<file path="src/rtl/encode_interp_multi.sv">
// encode_interp_multi: N-channel encoder interpolator with modulo wrap, wafer-zero, interval and stale detection
module encode_interp_multi #(
  parameter real TCQ = 0.1,
  parameter int NUM_CH = 2,
  parameter int ENCODE_WID = 20,
  parameter int ENCODE_MASK_WID = 18,
  parameter logic [NUM_CH-1:0] WRAP_EN = 2'b01,
  parameter int INTER_LOG2 = 12,
  parameter int INTER_TOL = 8,
  parameter int TIMEOUT = 16384,
  parameter int OUT_DIV = 4,
  parameter logic [NUM_CH*ENCODE_WID-1:0] FIRST_DELTA = {20'd12, 20'd8192}
) (
  input  logic                         clk_i,
  input  logic                         rst_i,
  input  logic                         mode_i,
  input  logic                         encode_update_i,
  input  logic [NUM_CH*ENCODE_WID-1:0] encode_pos_i,
  output logic                         precise_encode_en_o,
  output logic [NUM_CH*ENCODE_WID-1:0] precise_encode_o,
  output logic                         wafer_zero_flag_o,
  output logic                         encode_valid_o,
  output logic                         interval_err_o,
  output logic [1:0]                   state_o
);
  typedef enum logic [1:0] {IDLE = 2'd0, SEED = 2'd1, TRACK = 2'd2, STALE = 2'd3} state_t;
  localparam int EW = ENCODE_WID;
  localparam int M = ENCODE_MASK_WID;
  localparam int L = INTER_LOG2;
  localparam int AW = EW + L + 1;
  localparam int IW = ($clog2(TIMEOUT + 1) > L + 2) ? $clog2(TIMEOUT + 1) : L + 2;
  localparam int CW = (OUT_DIV > 1) ? $clog2(OUT_DIV) : 1;
  localparam int LO = (1 << L) - INTER_TOL;
  localparam int HI = (1 << L) + INTER_TOL;
  localparam logic [EW-1:0] MSK = EW'((64'd1 << M) - 64'd1);
  localparam logic [M-1:0] Q1 = M'(64'd1 << (M - 2));
  localparam logic [M-1:0] Q3 = M'(64'd3 << (M - 2));

  state_t state_q, state_d;
  logic [IW-1:0] ic_q, ic_d;
  logic [CW-1:0] cnt_q, cnt_d;
  logic stb_q, stb_d, en_q, en_d, wz_q, wz_d, err_q, err_d, have_q, have_d;
  logic [NUM_CH*EW-1:0] interp_all, out_q, out_d;
  logic live, live_d;
  logic [M-1:0] prev0, next0;

  assign live = (state_q == SEED) || (state_q == TRACK);

  for (genvar c = 0; c < NUM_CH; c++) begin : g_ch
    logic [EW-1:0] pos, base_q, base_d, delta_q, delta_d, interp_q, interp_d;
    logic signed [AW-1:0] acc_q, acc_d, dx, lim, sum;
    assign pos = encode_pos_i[c*EW +: EW];
    assign dx = {{(L + 1){delta_q[EW-1]}}, delta_q};
    assign lim = dx <<< L;
    assign sum = acc_q + dx;
    // Capture base/delta on update; otherwise ramp the accumulator and clamp at the predicted end point
    always_comb begin
      base_d = encode_update_i ? pos : base_q;
      delta_d = (encode_update_i && state_q != IDLE) ? pos - base_q : delta_q;
      acc_d = encode_update_i ? '0 :
              !(live && mode_i) ? acc_q :
              dx[AW-1] ? ((sum < lim) ? lim : sum) : ((sum > lim) ? lim : sum);
      interp_d = ((mode_i && state_q != STALE) ? base_q + acc_q[L +: EW] : base_q) & (WRAP_EN[c] ? MSK : '1);
    end
    // Per-channel state registers
    always_ff @(posedge clk_i) begin
      if (rst_i) begin
        base_q <= '0;
        delta_q <= FIRST_DELTA[c*EW +: EW];
        acc_q <= '0;
        interp_q <= '0;
      end else begin
        base_q <= base_d;
        delta_q <= delta_d;
        acc_q <= acc_d;
        interp_q <= interp_d;
      end
    end
    assign interp_all[c*EW +: EW] = interp_q;
  end

  // Next state, interval/strobe counters, output strobe pipeline and pulse flags
  always_comb begin
    state_d = state_q;
    if (encode_update_i) state_d = live ? TRACK : SEED;
    else if (live && ic_q >= IW'(TIMEOUT - 1)) state_d = STALE;
    live_d = (state_d == SEED) || (state_d == TRACK);
    ic_d = encode_update_i ? '0 : (ic_q == IW'(TIMEOUT)) ? ic_q : ic_q + 1'b1;
    cnt_d = (encode_update_i || cnt_q == CW'(OUT_DIV - 1)) ? '0 : cnt_q + 1'b1;
    stb_d = live && !encode_update_i && cnt_q == '0;
    en_d = stb_q && live_d;
    out_d = en_d ? interp_all : out_q;
    prev0 = out_q[M-1:0];
    next0 = interp_all[M-1:0];
    wz_d = WRAP_EN[0] && en_d && have_q && ((prev0 > Q3 && next0 < Q1) || (prev0 < Q1 && next0 > Q3));
    have_d = have_q || en_d;
    err_d = encode_update_i && state_q == TRACK && (int'(ic_q) + 1 < LO || int'(ic_q) + 1 > HI);
  end

  // Shared control and output registers
  always_ff @(posedge clk_i) begin
    if (rst_i) begin
      state_q <= IDLE;
      ic_q <= '0;
      cnt_q <= '0;
      stb_q <= 1'b0;
      en_q <= 1'b0;
      wz_q <= 1'b0;
      err_q <= 1'b0;
      have_q <= 1'b0;
      out_q <= '0;
    end else begin
      state_q <= state_d;
      ic_q <= ic_d;
      cnt_q <= cnt_d;
      stb_q <= stb_d;
      en_q <= en_d;
      wz_q <= wz_d;
      err_q <= err_d;
      have_q <= have_d;
      out_q <= out_d;
    end
  end

  assign precise_encode_en_o = en_q;
  assign precise_encode_o = out_q;
  assign wafer_zero_flag_o = wz_q;
  assign encode_valid_o = live;
  assign interval_err_o = err_q;
  assign state_o = state_q;
endmodule

</file>
<file path="config.mk">
export PLATFORM = sky130hd
export DESIGN_NAME = encode_interp_multi
export DESIGN_NICKNAME = d
export VERILOG_FILES = /design/src/rtl/encode_interp_multi.sv
export SDC_FILE = /design/constraint.sdc
export NUM_CORES = 1
export LEC_CHECK = 0
export BUFFER_PORTS_ARGS = -buffer_cell sky130_fd_sc_hd__buf_2
export CAP_MARGIN = 10
export CORE_MARGIN = 2
export CORE_UTILIZATION = 40
export DETAILED_ROUTE_END_ITERATION = 16
export PLACE_DENSITY = 0.58
export SYNTH_ARGS = -nofsm -noshare
export SYNTH_HDL_FRONTEND = slang
export SYNTH_SLANG_ARGS = --single-unit
</file>
<file path="constraint.sdc">
create_clock -name clk_i -period 4.45 [get_ports clk_i]
set_input_delay 0.445 -clock clk_i [delete_from_list [all_inputs] [get_ports clk_i]]
set_output_delay 0.445 -clock clk_i [all_outputs]
set_load 0.01 [all_outputs]
</file>
# Word-level counts from Yosys, hierarchy flattened
# Cells that the tools add are included.
[word_totals]
regBits = 250
inputBits = 44
output_inout_bits = 46
elab_cells = 80
[op_classes]
n_addsub = 9
n_lt_le_gt_ge = 11
n_eq_ne = 7
mux = 11
reduce_logical = 24
[op_table]
columns = ["op", "n"]
rows = [
  ["$mux 33", 6],
  ["$add 33x20->33", 2],
  ["$gt 33x32->1", 2],
  ["$lt 33x32->1", 2],
  ["$sub 20x20->20", 2],
  ["$gt 18x18->1 const B", 2],
  ["$lt 18x17->1 const B", 2],
  ["$lt 32x13->1 const B", 1],
  ["$add 20x20->20", 1],
  ["$mux 20", 1],
  ["$add 18x18->18", 1],
  ["$mux 18", 1],
  ["$add 15x1->16 const B", 1],
  ["$gt 16x13->1 const B", 1],
  ["$add 15x1->15 const B", 1],
  ["$eq 15x15->1 const B", 1],
  ["$ge 15x14->1 const B", 1],
  ["$logic_and 1x1->1", 13],
  ["$eq 2x2->1 const B", 3],
  ["$logic_or 1x1->1", 6],
  ["$mux 2", 3],
  ["$eq 2x1->1 const B", 2],
  ["$reduce_or 2->1", 2],
  ["$add 2x1->2 const B", 1],
  ["4 further kinds", 4],
]

# Longest topological paths before layout
[logic_depth]
word_depth = 10
mapped_depth = 24
depth_no_buf = 22

# Worst setup path before layout
# OpenSTA, ideal clock, no wires.
[synth_path]
path_kind = "register to register"
start = "register g_ch[0].delta_q[19]"
end = "register g_ch[0].acc_q[26]"
setup_time_ps = 86
t_arrival_ps = 4831
t_required_ps = 4364
slack_ps = -467
path_stages_with_launch = 22
n_path_buf = 1
synth_period_minus_slack_ps = 4917
cell_sequence = "dfxtp_1 -> ha_1 -> a21oi_1 -> o21bai_1 -> a21oi_1 -> o21ai_0 -> or3_1 -> nor3_1 -> nor2_1 -> o311ai_0 -> ha_1 -> a21o_1 -> a21o_1 -> a21oi_1 -> o21bai_1 -> mux2i_1 -> o311ai_0 -> xnor2_1 -> nor2_2 -> buf_4 -> mux2i_1 -> a211oi_1"
[synth_via]
elab_chain_cells = 4
elab_cells_between_ends = 6
classes_between = "add/sub (1); order compare (2); mux (3)"
[synth_rtl]
columns = ["element", "line_no", "source"]
rows = [
  ["start: declaration", "50", "logic [EW-1:0] pos, base_q, base_d, delta_q, delta_d, interp_q, interp_d;"],
  ["start signal: assignment", "69", "delta_q <= FIRST_DELTA[c*EW +: EW];"],
  ["start signal: assignment", "74", "delta_q <= delta_d;"],
  ["$add 33x20->33", "55", "assign sum = acc_q + dx;"],
  ["$gt 33x32->1 or $lt 33x32->1 (tied branches)", "62", "dx[AW-1] ? ((sum < lim) ? lim : sum) : ((sum > lim) ? lim : sum);"],
  ["$mux 33", "62", ""],
  ["$mux 33 (*)", "62", ""],
  ["end signal: assignment", "70", "acc_q <= '0;"],
  ["end signal: assignment", "75", "acc_q <= acc_d;"],
  ["end: declaration", "51", "logic signed [AW-1:0] acc_q, acc_d, dx, lim, sum;"],
]
# Every way passes the cells marked *; elsewhere a longest branch is shown, timed or not.
# A chain may end at the register's enable or synchronous reset.

# Final worst setup path
[layout_path]
start = "register g_ch[1].delta_q[5]"
end = "register g_ch[1].acc_q[25]"
[layout_via]
elab_chain_cells = 4
elab_cells_between_ends = 6
classes_between = "add/sub (1); order compare (2); mux (3)"
[layout_rtl]
columns = ["element", "line_no"]
rows = [
  ["start: declaration", "50"],
  ["start signal: assignment", "69"],
  ["start signal: assignment", "74"],
  ["$add 33x20->33", "55"],
  ["$gt 33x32->1 or $lt 33x32->1 (tied branches)", "62"],
  ["$mux 33", "62"],
  ["$mux 33 (*)", "62"],
  ["end signal: assignment", "70"],
  ["end signal: assignment", "75"],
  ["end: declaration", "51"],
]
# Marks and branches as above.

==> flow_summary.yaml <==
clock_tree:
  clockBufferDepth: 3
  cts_tree: "done"
  clk_pin_slew_ns: 0.07
  hold_buffers: 0
  clock-sinks: 246
  insertion_delay_ns: 0.57
  cts-root-buf: "clkbuf_16"
  cts_max_level: 1
  numCtsBuffers: 28
timing:
  finalCritPeriodShare_pct: 112
  rsz0062_at_grt: "yes"
  layout_setup_ws_ns: -0.514
  fmax_mhz: 201
  slew_headroom_pct: 38.6
  finalClockSkew_ns: 0.0129
  timing.setup.tns_ns: -22.26
  hold_viol_final: 0
  worst_pin_slew_ns: 0.922
  post-route-min-period_ns: 4.96
  finalSetupViolations: 64
  maxSlewViolCount: 0
power:
  power_frac_clock_pct: 30.8
  p_switching_mw: 2.67
  swShare_pct: 35.0
  combPwrFrac_pct: 37.7
  power.density_nw_per_um2: 344
  p_int_mw: 4.98
  seqPwrFrac_pct: 31.5
  ir_drop_v: 0.000262
  leakage_nw: 9.94
critical_path:
  crit_path_start_kind: "flip-flop"
  critPathMaxFanout: 6
  r2r_slack_ns: -0.51
  arrival_ns: 5.42
  critPathCaptureType: "flip-flop"
  crit_path_start: "g_ch[1].delta_q[5]"
  crit_type: "reg -> reg"
  crit_required_ns: 4.90
  reg2reg_from: "g_ch[1].delta_q[5]"
final_layout:
  diodes: 0
  synthToLayoutAreaGrowth_pct: 29.2
  finalNetCount: 2777
  drive_gt1_share_pct: 24.1
  final-instance-count-excl-fill: 3108
synthesis:
  synth_seq_cells: 246
  ys.flop_type: "dfxtp_1"
  synth_cell_types: 78
  netlist_area_um2: 17200
  yosysWarningCount: 0
  avgSynthCellArea_um2: 7.81
  async_reset_ff_share_pct: 0
  synth_edf_count: 0
  netlist_instances: 2207
  yosysSeqAreaShare_pct: 28.6
die:
  core_um2: 42800
  chipWidth_um: 212
  die_area_um2: 44800
  initial_core_util_pct: 40.3
  num_rows: 76
  die_h_um: 212
  io_pins: 90
hold_path:
  hold_start: "encode_pos_i[18]"
  hp-class: "in -> reg"
detailed_routing:
  wl_um: 55000
  route.detailed.drc: 0
  ant_nets: 0
  drtIter0Drc: 1109
  first_pass_iters: 5
  vias_per_cell: 5.48
  wl_per_cell_um: 17.7
  via_count: 17000
placement:
  portBuffers: 87
  dp_cells: 3017
  dp_hpwl_um: 41600
  place.gp.congestion: 0.936
  post-place-ws_ns: -0.731
run_status:
  outcome: "complete, but fails checks"
  violations: "negative setup slack"
global_route:
  grt_pass1_vias: 16300
  grt_overflow: 0
  grt_pass1_wl_um: 86200
  grt_usage_pct: 24.2
  antenna_found_initial: 3
  grt_max_degree: 76
run:
  timing.max_cap.violations: 0
-- worst max-delay path, stage by stage, from the launching register on --
cell      delay, ns
dfxtp_2        0.32
ha_2           0.19
or3_4          0.37
o211a_1        0.26
o211ai_1       0.26
buf_4          0.16
a211o_1        0.13
o211ai_1       0.11
a21oi_2        0.20
buf_4          0.13
xnor2_1        0.08
ha_1           0.30
nand4_1        0.18
nor3_2         0.29
nand4_1        0.13
nor3_1         0.14
nand3_1        0.10
or4_4          0.44
a211oi_4       0.25
o41a_1         0.21
buf_6          0.16
buf_8          0.14
nor3_2         0.04
a221o_1        0.25
-- cell families (layout without fill, tap and decap cells) --
group	count (synthesis)	count (layout)	synth area share, %
AOI/OAI and AO/OA	613	613	22.6
xor gates and xnor gates	101	101	5.13
adders and majority gates	193	193	14.3
buffers and inverters	229	583	5.20
DFF	246	246	28.6
muxes	61	61	3.54
other	1	2	0.0218
and+or+nand+nor	763	763	20.6
-- final timing paths --
| kind | end | depth (start not counted) |
|---|---|---|
| worst max register to register | g_ch[1].acc_q[25] | 23 |
| worst min-delay path | g_ch[0].base_q[18] | 3 |
| worst max-delay path | g_ch[1].acc_q[25] | 23 |
| worst min register to register | precise_encode_o[28] | 2 |
-- synth_stat cells, types with 38 or more instances --
cell | instances | area [µm²]
clkbuf_1 | 64 | 240
o21ai_0 | 92 | 460
xnor2_1 | 56 | 490
mux2i_1 | 61 | 611
o21a_1 | 38 | 285
inv_1 | 140 | 526
a21o_1 | 50 | 375
nand2_1 | 267 | 1000
xor2_1 | 45 | 394
dfxtp_1 | 246 | 4920
a21oi_1 | 230 | 1150
nor3_1 | 45 | 225
nor2_1 | 198 | 743
nand3_1 | 56 | 280
ha_1 | 187 | 2340
-- final cells by class --
class | count | area (µm²)
fillers | 4030 | 20500
clock buffers | 32 | 767
inverters | 140 | 528
flip-flops and latches | 246 | 4950
clock inverters | 20 | 180
multi-input cells | 1733 | 12300
well taps | 546 | 683
repair buffers | 391 | 2870
-- power groups by stage --
stage,logic (mW),registers (mW),clock network (mW)
5_1_grt,3.10,2.42,2.50
6_report,2.88,2.41,2.36
3_5_place_dp,2.26,2.45,0
3_3_place_gp,2.23,2.45,0
2_1_floorplan,1.43,2.43,0
4_1_cts,2.79,2.41,2.41
-- metal layers --
metal,track usage (%),vias up,wire length [µm]
met3,4.15,94,3160
met1,33.2,7955,26000
met5,0,-,26
met4,8.06,4,1610
met2,38.4,419,24200
li1,-,8572,-
-- flip-flops by register name (all words and copies together), names as in the netlist, 2 cells and up --
signal,count
g_ch.base_q,40
g_ch.interp_q,38
g_ch.delta_q,40
state_o,2
g_ch.acc_q,66
cnt_q,2
ic_q,15
precise_encode_o,38
-- through the flow --
step / area (µm²) / hold slack (ns) / power [mW] / utilization (%)
final: 22300 / 0.134 / 7.65 / 52.0
after global routing: 22300 / 0.142 / 8.02 / 52.0
after CTS: 21900 / 0.116 / 7.60 / 51.1
after detailed placement: 20100 / 0.426 / 4.71 / 47.0
after global placement: 20100 / 0.424 / 4.68 / 47.0
after floorplan: 17400 / 0.417 / 3.86 / -
-- placed cells by master (no fill, tap or decap), types with 31 or more instances in the layout --
master	Yosys	final
nor2_1	198	195
o21ai_0	92	80
ha_1	187	173
a21o_1	50	50
nand3_1	56	50
xnor2_1	56	53
dfxtp_1	246	226
buf_4	5	282
nor3_1	45	40
xor2_1	45	43
buf_2	3	86
a21oi_1	230	204
o21a_1	38	38
inv_1	140	137
mux2i_1	61	58
a211oi_1	37	31
nand2_1	267	250
-- repair_timing --
item | CTS | global route
endpoints found under the setup margin | 66 | 66
pin swaps | 115 | 82
resized for setup | 117 | 83
setup buffers | 26 | 17
cloned | 5 | 0
(Power assumes the default switching activity.)
